[config.mk]
export PLATFORM = sky130hd
export DESIGN_NAME = jk_drive_seq
export DESIGN_NICKNAME = d
export VERILOG_FILES = /design/src/rtl/jk_drive_seq.sv
export SDC_FILE = /design/constraint.sdc
export NUM_CORES = 1
export LEC_CHECK = 0
export BUFFER_PORTS_ARGS = -buffer_cell sky130_fd_sc_hd__buf_2
export CAP_MARGIN = 40
export CORE_AREA = 2 2 39 41
export DETAILED_ROUTE_END_ITERATION = 6
export DIE_AREA = 0 0 41 43
export PLACE_DENSITY = 0.7
export SYNTH_ARGS = -nofsm -noshare
export SYNTH_HDL_FRONTEND = slang
export SYNTH_SLANG_ARGS = --single-unit
[constraint.sdc]
create_clock -name Clk -period 1.65 [get_ports Clk]
set_input_delay 0.0825 -clock Clk [delete_from_list [all_inputs] [get_ports Clk]]
set_output_delay 0.0825 -clock Clk [all_outputs]
set_load 0.1 [all_outputs]
[src/rtl/jk_drive_seq.sv]
// Command-driven J/K sequencer feeding a JK flip-flop, with a reference model of Q.
// Define JK_CHECK_EN to enable the sticky q_in vs q_exp mismatch flag (err).
module jk_drive_seq #(
  parameter int CW = 4
) (
  input  logic          Clk,
  input  logic          rst,
  input  logic          cmd_valid,
  output logic          cmd_ready,
  input  logic [1:0]    cmd_op,
  input  logic [CW-1:0] cmd_cnt,
  output logic          J,
  output logic          K,
  input  logic          q_in,
  output logic          q_exp,
  output logic          busy,
  output logic          done,
  output logic          err
);

  typedef enum logic {IDLE = 1'b0, DRIVE = 1'b1} state_t;

  state_t        state_q, state_d;
  logic          j_q, j_d;
  logic          k_q, k_d;
  logic [CW-1:0] rem_q, rem_d;
  logic          q_exp_q, q_exp_d;
  logic          done_q, done_d;
  logic          err_q, err_d;
  logic          busy_q, busy_d;
  logic          ready_q, ready_d;

`ifndef JK_CHECK_EN
  logic unused_q_in;
  assign unused_q_in = q_in;
`endif

  always_comb begin
    state_d = state_q;
    j_d     = j_q;
    k_d     = k_q;
    rem_d   = rem_q;
    done_d  = 1'b0;
    busy_d  = busy_q;
    ready_d = ready_q;

    // Model follows the J/K the flop samples at this same edge
    case ({j_q, k_q})
      2'b01:   q_exp_d = 1'b0;
      2'b10:   q_exp_d = 1'b1;
      2'b11:   q_exp_d = ~q_exp_q;
      default: q_exp_d = q_exp_q;
    endcase

`ifdef JK_CHECK_EN
    err_d = err_q | (q_in != q_exp_q);
`else
    err_d = 1'b0;
`endif

    case (state_q)
      IDLE: begin
        if (cmd_valid && ready_q) begin
          j_d     = cmd_op[1];
          k_d     = cmd_op[0];
          rem_d   = (cmd_cnt == '0) ? CW'(1) : cmd_cnt;
          state_d = DRIVE;
          busy_d  = 1'b1;
          ready_d = 1'b0;
        end
      end
      DRIVE: begin
        if (rem_q > CW'(1)) begin
          rem_d = rem_q - CW'(1);
        end else begin
          j_d     = 1'b0;
          k_d     = 1'b0;
          rem_d   = '0;
          state_d = IDLE;
          done_d  = 1'b1;
          busy_d  = 1'b0;
          ready_d = 1'b1;
        end
      end
      default: begin
        state_d = IDLE;
        j_d     = 1'b0;
        k_d     = 1'b0;
        rem_d   = '0;
        busy_d  = 1'b0;
        ready_d = 1'b1;
      end
    endcase
  end

  always_ff @(posedge Clk) begin
    if (!rst) begin
      state_q <= IDLE;
      j_q     <= 1'b0;
      k_q     <= 1'b0;
      rem_q   <= '0;
      q_exp_q <= 1'b0;
      done_q  <= 1'b0;
      err_q   <= 1'b0;
      busy_q  <= 1'b0;
      ready_q <= 1'b1;
    end else begin
      state_q <= state_d;
      j_q     <= j_d;
      k_q     <= k_d;
      rem_q   <= rem_d;
      q_exp_q <= q_exp_d;
      done_q  <= done_d;
      err_q   <= err_d;
      busy_q  <= busy_d;
      ready_q <= ready_d;
    end
  end

  assign J         = j_q;
  assign K         = k_q;
  assign q_exp     = q_exp_q;
  assign done      = done_q;
  assign err       = err_q;
  assign busy      = busy_q;
  assign cmd_ready = ready_q;

endmodule
-- Word-level counts from Yosys, hierarchy flattened
Index checks and enable logic that the tools add are counted.
- $add $sub $neg: 1
- multipliers: 0
- divide/modulo/power cells: 0
- $lt $le $gt $ge: 1
- equal/unequal tests: 5
- shift operators: 0
- multiplexer cells: 19
- bitwise logic cells: 2
- reduce and logical (&&, ||, !) cells: 5
- operators by type and width (kind ; number):
    $mux W4 ; 3
    $pmux W1 S2 ; 5
    $mux W1 ; 9
    $pmux W4 S2 ; 1
    $eq A2 B2 Y1 const B ; 2
    $gt A4 B1 Y1 const B ; 1
    $logic_not A4 Y1 ; 1
    $ne A2 B2 Y1 const B ; 2
    $reduce_and A2 Y1 ; 2
    $sub A4 B1 Y4 const B ; 1
    $pmux W1 S3 ; 1
    $reduce_bool A3 Y1 ; 1
    $eq A2 B1 Y1 const B ; 1
    $not A1 Y1 ; 2
    $logic_and A1 B1 Y1 ; 1
- bits in registers: 11
- latch bits: 0
- memory bits (writable): 0
- ROM bits: 0
- input bits: 10
- logic and storage cells: 41
- memories kept: 0

-- Logic depth before layout (Yosys ltp)
Gate-level depths: netlist of run 1.
- depth after elaboration: 4
- mapped depth: 5
- gate-level depth less buffers: 5

-- Least setup slack after synthesis of run 1
Ideal clock, no wire load.
- kind: reg-to-reg
- start: register ready_q, in the netlist cmd_ready
- end: register rem_q[0]
- library setup time: 0.136 ns
- arrival: 1.664 ns
- required time: 1.514 ns
- path slack: -0.150 ns
- stages on the path, launching flop included: 4
- clock period less this slack: 1.800 ns
- path through: dfxtp_1 -> nand2_1 -> o311ai_0 -> a21boi_0
- word-level cells in the longest chain between the ends: 2
- ends and longest elaborated chain (what ; line ; source):
    from (decl) ; 31 ; logic ready_q, ready_d;
    from (signal assigned) ; 116 ; ready_q <= ready_d;
    $logic_and A1 B1 Y1 ; 63 ; if (cmd_valid && ready_q) begin
    $ne A2 B2 Y1 (no source line) ; n/a ;
    to (signal assigned) ; 111 ; rem_q <= rem_d;
    to (decl) ; 26 ; logic [CW-1:0] rem_q, rem_d;
Every way passes these cells.
A chain may end at the register's enable or synchronous reset.

-- Final worst setup path of run 1
- start: register rem_q[0]
- end: register state_q
- word-level cells in the longest chain between the ends: 3
- ends and longest elaborated chain (what ; line ; source):
    $gt A4 B1 Y1 ; 73 ; if (rem_q > CW'(1)) begin
    $mux W1 ; 73 ;
    $pmux W1 S2 ; 61 ; case (state_q)
    to (signal assigned) ; 108 ; state_q <= state_d;
    to (decl) ; 23 ; state_t state_q, state_d;
Every way passes these cells.

==> results of run 1 <==
sequential cells by signal (all words and copies together), names as in the netlist:
| register | count |
|---|---|
| state_q | 1 |
| cmd_ready | 1 |
| K | 1 |
| rem_q | 4 |
| done | 1 |
| q_exp | 1 |
| J | 1 |
| busy | 1 |
final cells by class:
class,instances,area (µm²)
well taps,16,20.0
repair buffers,16,85.1
inverters,5,18.8
multi-input cells,47,323
clock buffers,4,26.3
flip-flops and latches,11,221
fillers,131,689
cell usage in the layout (no fill, tap or decap):
cell type,n
buf_2,14
dfxtp_1,10
inv_1,5
o21ai_0,5
nand2_1,5
o311ai_0,4
and3_1,3
a21oi_1,3
a211oi_1,3
nor3_1,3
clkbuf_4,3
a21boi_0,2
nand3b_1,2
a311oi_1,2
ha_1,2
buf_4,2
nor2_1,1
o41a_1,1
nand2b_1,1
a21o_1,1
o31ai_1,1
and3b_1,1
and2_1,1
a21o_2,1
or4b_1,1
o311ai_1,1
o211a_1,1
o21a_1,1
conb_1,1
clkbuf_1,1
dfxtp_2,1
critical path, stage by stage, from the launching register on:
cell,delay [ps]
dfxtp_1,350
inv_1,80
ha_1,180
nor2_1,50
buf_4,150
o41a_1,350
and2_1,150
worst max-delay path by stage:
stage	cells past startpoint	slack, ps	endpoint
floorplan	2	190	K
global placement	6	260	state_q
detailed placement	6	230	state_q
CTS	6	210	state_q
global route	6	140	rem_q[3]
finish	6	230	state_q
metal layers:
| metal | routed length (µm) | vias to the layer above |
|---|---|---|
| met3 | 63 | 5 |
| met2 | 592 | 14 |
| met4 | 39 | 0 |
| met1 | 608 | 255 |
| met5 | 0 | - |
| li1 | - | 285 |
power by group through the flow:
| stage | Sequential, µW | Combinational [µW] | Clock, µW |
|---|---|---|---|
| after floorplan | 450 | 169 | 0 |
| after global placement | 355 | 324 | 0 |
| after detailed placement | 357 | 328 | 0 |
| after CTS | 353 | 331 | 198 |
| after global routing | 362 | 357 | 215 |
| final | 353 | 329 | 196 |
kinds of logic (layout without fill, tap and decap cells):
kind of cell,after synthesis,count (layout)
AOI/OAI and AO/OA,26,26
adders and majority gates,2,2
buffers and inverters,9,25
DFF,11,11
other,1,1
and+or+nand+nor,18,18
metrics by stage:
stage / utilization, % / setup WS [ps]
after global routing: 50.2 / 135
final: 50.2 / 229
after global placement: 48.3 / 260
after CTS: 50.2 / 210
after floorplan: - / 186
after detailed placement: 48.3 / 234
==> flow_summary.yaml, run 1 <==
status:
  status: "finished, final reports clean"
sta:
  period_share_pct: 86.1
  setup_viol: 0
  tns_ps: 0
  fmax_ghz: 0.704
  finClkSkew_ps: 1.85
  drv_slew: 0
  hold_viol: 0
  holdWs_ps: 79.0
  grt_setup_unrepaired: "false"
  fin_crit_ps: 1420
worst_setup_path:
  crit_fanout: 7
  path_class: "reg2reg"
  reg2reg_depth: 6
  rr_endpoint: "state_q"
  rrSetupSlack_ps: 230
  worstSetupEndpointType: "flop"
  cp_data_required_time_ps: 1830
  critPathLaunchType: "flop"
  worstPathArrival_ps: 1600
  r2r_start: "rem_q[0]"
  critPathLaunch: "rem_q[0]"
worst_hold_path:
  hp-class: "in2reg"
  hold_path_end: "J"
  min-delay-start: "cmd_op[1]"
  worstHoldPathCells: 3
global_route:
  grtUsageMet2_pct: 26.9
  gr-total-overflow: 0
  use_met1_pct: 27.0
  grtUsageTotal_pct: 19.7
  antenna_found_initial: 0
  grt_max_degree: 13
  grt_pass1_vias: 528
  busiest_layer: "met1"
  grt_pass1_wl_mm: 2.33
  met3_usage_pct: 4.71
synth:
  syn_inst: 67
  synth_fp_nets: 79
  syn_avg_cell_area_um2: 8.81
  async_flop_share_pct: 0
  synthAdderAreaFrac_pct: 4.24
  synth_top_area_share_pct: 37.3
  synthXorXnorAreaFrac_pct: 0
  ys_ff_latch: 11
  synth_top_family_by_area: "compound AO/OA/AOI/OAI gates"
  synth_ff_type: "dfxtp_1"
  synth_area_um2: 591
  synth.distinct_cells: 29
  synth_mux_area_share_pct: 0
  ys_top_cells_by_area: "dfxtp_1, o311ai_0, ha_1, o21ai_0, a211oi_1"
  synth_common_cells: "dfxtp_1, inv_1, nand2_1, o21ai_0, o311ai_0"
  synth_most_common_cell: "dfxtp_1"
  synth-simple-area-share_pct: 17.4
  ys_seq_area_share_pct: 37.3
  yosysTopAreaCell: "dfxtp_1"
  synth-edff-count: 0
  synth_compound_area_share_pct: 32.4
  synth_warnings: 0
placed_design:
  dp_hpwl_um: 906
  dp.cells: 95
  place.gp.congestion: 0.784
  placed_area_um2: 668
  io_buffers: 14
pwr:
  p_switching_uw: 379
  total_power_uw: 877
  internal-power_uw: 498
  pwr_density_cell_nw_per_um2: 1260
  combPwrFrac_pct: 37.5
  p_seq_share_pct: 40.2
  swShare_pct: 43.2
  irDropWorstVdd_uv: 613
  leakagePower_uw: 0.000309
  clock_power_share_pct: 22.4
cts:
  h-tree-depth: 1
  ctsHoldBuffers: 0
  clock_latency_ps: 280
  clk_pin_slew_ps: 70
  post_cts_resized: 0
  cts_setup_buffers: 0
  cts_root_buf: "clkbuf_4"
  clock_sinks: 11
  cts_buffers: 3
  clock_tree.buffer_depth: 2
  tritoncts: "done"
routing:
  antenna_left: 0
  via_per_inst: 5.65
  firstDrtPassIters: 4
  drt_iter0_drc: 16
  wirelength_mm: 1.30
  drc: 0
  vias: 559
  post_drt_wl_per_cell_um: 13.2
die:
  ios: 17
  core-area_um2: 1380
  fp-row-count: 14
  die_x_um: 41
  die-area_um2: 1760
  start_util_pct: 42.7
  fp.dieH_um: 43
layout:
  drive_gt1_share_pct: 25.3
  syn_to_final_growth_pct: 17.6
  antennaDiodeCount: 0
  nets: 96
  final_cells: 99
  final_area_um2: 694
job:
  drv_cap: 0
(Power assumes the default switching activity.)
==> run 2, diff against run 1 <==
--- a/config.mk
+++ b/config.mk
@@ -8,6 +8,7 @@
 export BUFFER_PORTS_ARGS = -buffer_cell sky130_fd_sc_hd__buf_2
 export CAP_MARGIN = 40
 export CORE_AREA = 2 2 39 41
+export CTS_BUF_LIST = sky130_fd_sc_hd__clkbuf_4 sky130_fd_sc_hd__clkbuf_8
 export DETAILED_ROUTE_END_ITERATION = 6
 export DIE_AREA = 0 0 41 43
 export PLACE_DENSITY = 0.7
==> run 2 against run 1 <==
  * Combinational power hardly changed
  * Largest power group unchanged
  * First-iteration DRC count is 19% lower
  * Worst hold slack worse by 1.2 ps
  * Global-route usage stayed put
==> flow_summary.yaml, run 2 (synthesized netlist as in run 1, its figures left out) <==
worst_hold_path:
  hp-class: "in2reg"
routing:
  via_per_inst: 5.57
  firstDrtPassIters: 4
  dr_wl_met2_um: 588
  vias: 551
  antenna_left: 0
  wl_met1_um: 595
  post_drt_wl_per_cell_um: 12.9
  drt_iter0_drc: 13
  wirelength_mm: 1.28
  drc: 0
  top_layer: "met4"
  wl_met3_um: 59
pwr:
  p_switching_uw: 381
  irDropWorstVdd_uv: 612
  p_seq_share_pct: 39.4
  swShare_pct: 42.5
  pwr_density_cell_nw_per_um2: 1280
  leakagePower_uw: 0.000312
  clock_power_share_pct: 24.0
  combPwrFrac_pct: 36.6
  internal-power_uw: 515
placed_design:
  place.gp.congestion: 0.784
  io_buffers: 14
  dp_hpwl_um: 906
  dp_slack_ps: 234
sta:
  period_share_pct: 86.5
  fin_crit_ps: 1430
  finClkSkew_ps: 0.618
  drv_slew: 0
  setup_viol: 0
  fmax_ghz: 0.701
  tns_ps: 0
  hold_viol: 0
  grt_setup_unrepaired: "false"
  worst_slack_ps: 223
cts:
  cts_root_buf: "clkbuf_4"
  clock_sinks: 11
  cts_setup_buffers: 0
  tritoncts: "done"
  post_cts_resized: 0
  clock_tree.buffer_depth: 2
  cts_buffers: 3
  clock_latency_ps: 280
  ctsHoldBuffers: 0
  clk_pin_slew_ps: 70
  h-tree-depth: 1
global_route:
  grt_max_degree: 13
  grt_pass1_wl_mm: 2.33
  gr-total-overflow: 0
  antenna_found_initial: 0
  grt_pass1_vias: 528
  grtUsageTotal_pct: 19.7
worst_setup_path:
  crit_fanout: 7
  cp_data_required_time_ps: 1830
  path_class: "reg2reg"
  worstPathArrival_ps: 1610
  critPathLaunchType: "flop"
  worstSetupEndpointType: "flop"
die:
  ios: 17
  start_util_pct: 42.7
  fp.dieH_um: 43
  fp-row-count: 14
  die-area_um2: 1760
  core-area_um2: 1380
  die_x_um: 41
layout:
  largest_reg_flops: 4
  largest_register: "rem_q"
  layout_common_cells: "buf_2, dfxtp_1, inv_1, o21ai_0, nand2_1"
  antennaDiodeCount: 0
  layout_commonest_cell: "buf_2"
  syn_to_final_growth_pct: 18.2
  drive_gt1_share_pct: 26.5
  nets: 96
status:
  status: "finished, final reports clean"
job:
  drv_cap: 0
run 2: cell counts in the layout (fill, tap and decap cells not counted):
No cell type changed its count.
run 2: per-stage QoR:
stage,util (%),total power (µW),hold slack [ps],cells,cell area (µm²)
final,50.5,896,77.8,99,698
after global routing,50.5,950,113,99,698
after CTS,50.5,899,83.8,99,698
after detailed placement,48.3,685,379,95,668
after global placement,48.3,680,365,95,668
after floorplan,-,619,221,67,592
run 2: routing by layer:
| metal | GRT usage (%) | vias to the layer above |
|---|---|---|
| met5 | 0 | - |
| met4 | 12.0 | 0 |
| met3 | 4.71 | 6 |
| met2 | 26.9 | 12 |
| met1 | 27.0 | 248 |
| li1 | - | 285 |
run 2: cell type report:
| type | instances | area, µm² |
|---|---|---|
| sequential | 11 | 221 |
| tap | 16 | 20.0 |
| inverter | 5 | 18.8 |
| multi-input combinational | 47 | 323 |
| timing repair buffer | 16 | 85.1 |
| clock buffer | 4 | 30.0 |
| fill | 129 | 686 |
run 2: critical path: stages, from the launching register on:
cell,delay [ps]
dfxtp_1,360
inv_1,90
ha_1,180
nor2_1,50
buf_4,150
o41a_1,350
and2_1,150
run 2: power by group through the flow:
stage / Sequential [µW] / Combinational (µW) / Clock, µW
final: 353 / 328 / 215
after global routing: 362 / 357 / 231
after CTS: 353 / 331 / 216
after detailed placement: 357 / 328 / 0
after global placement: 355 / 324 / 0
after floorplan: 450 / 169 / 0
run 2: path summary, 6_finish.rpt:
check                           slack, ps  cells past startpoint      end       from
worst max-delay path                  220                      6  state_q   rem_q[0]
worst min-delay path                   80                      3        J  cmd_op[1]
worst max register to register        220                      6  state_q   rem_q[0]
worst min register to register        470                      1     busy       busy
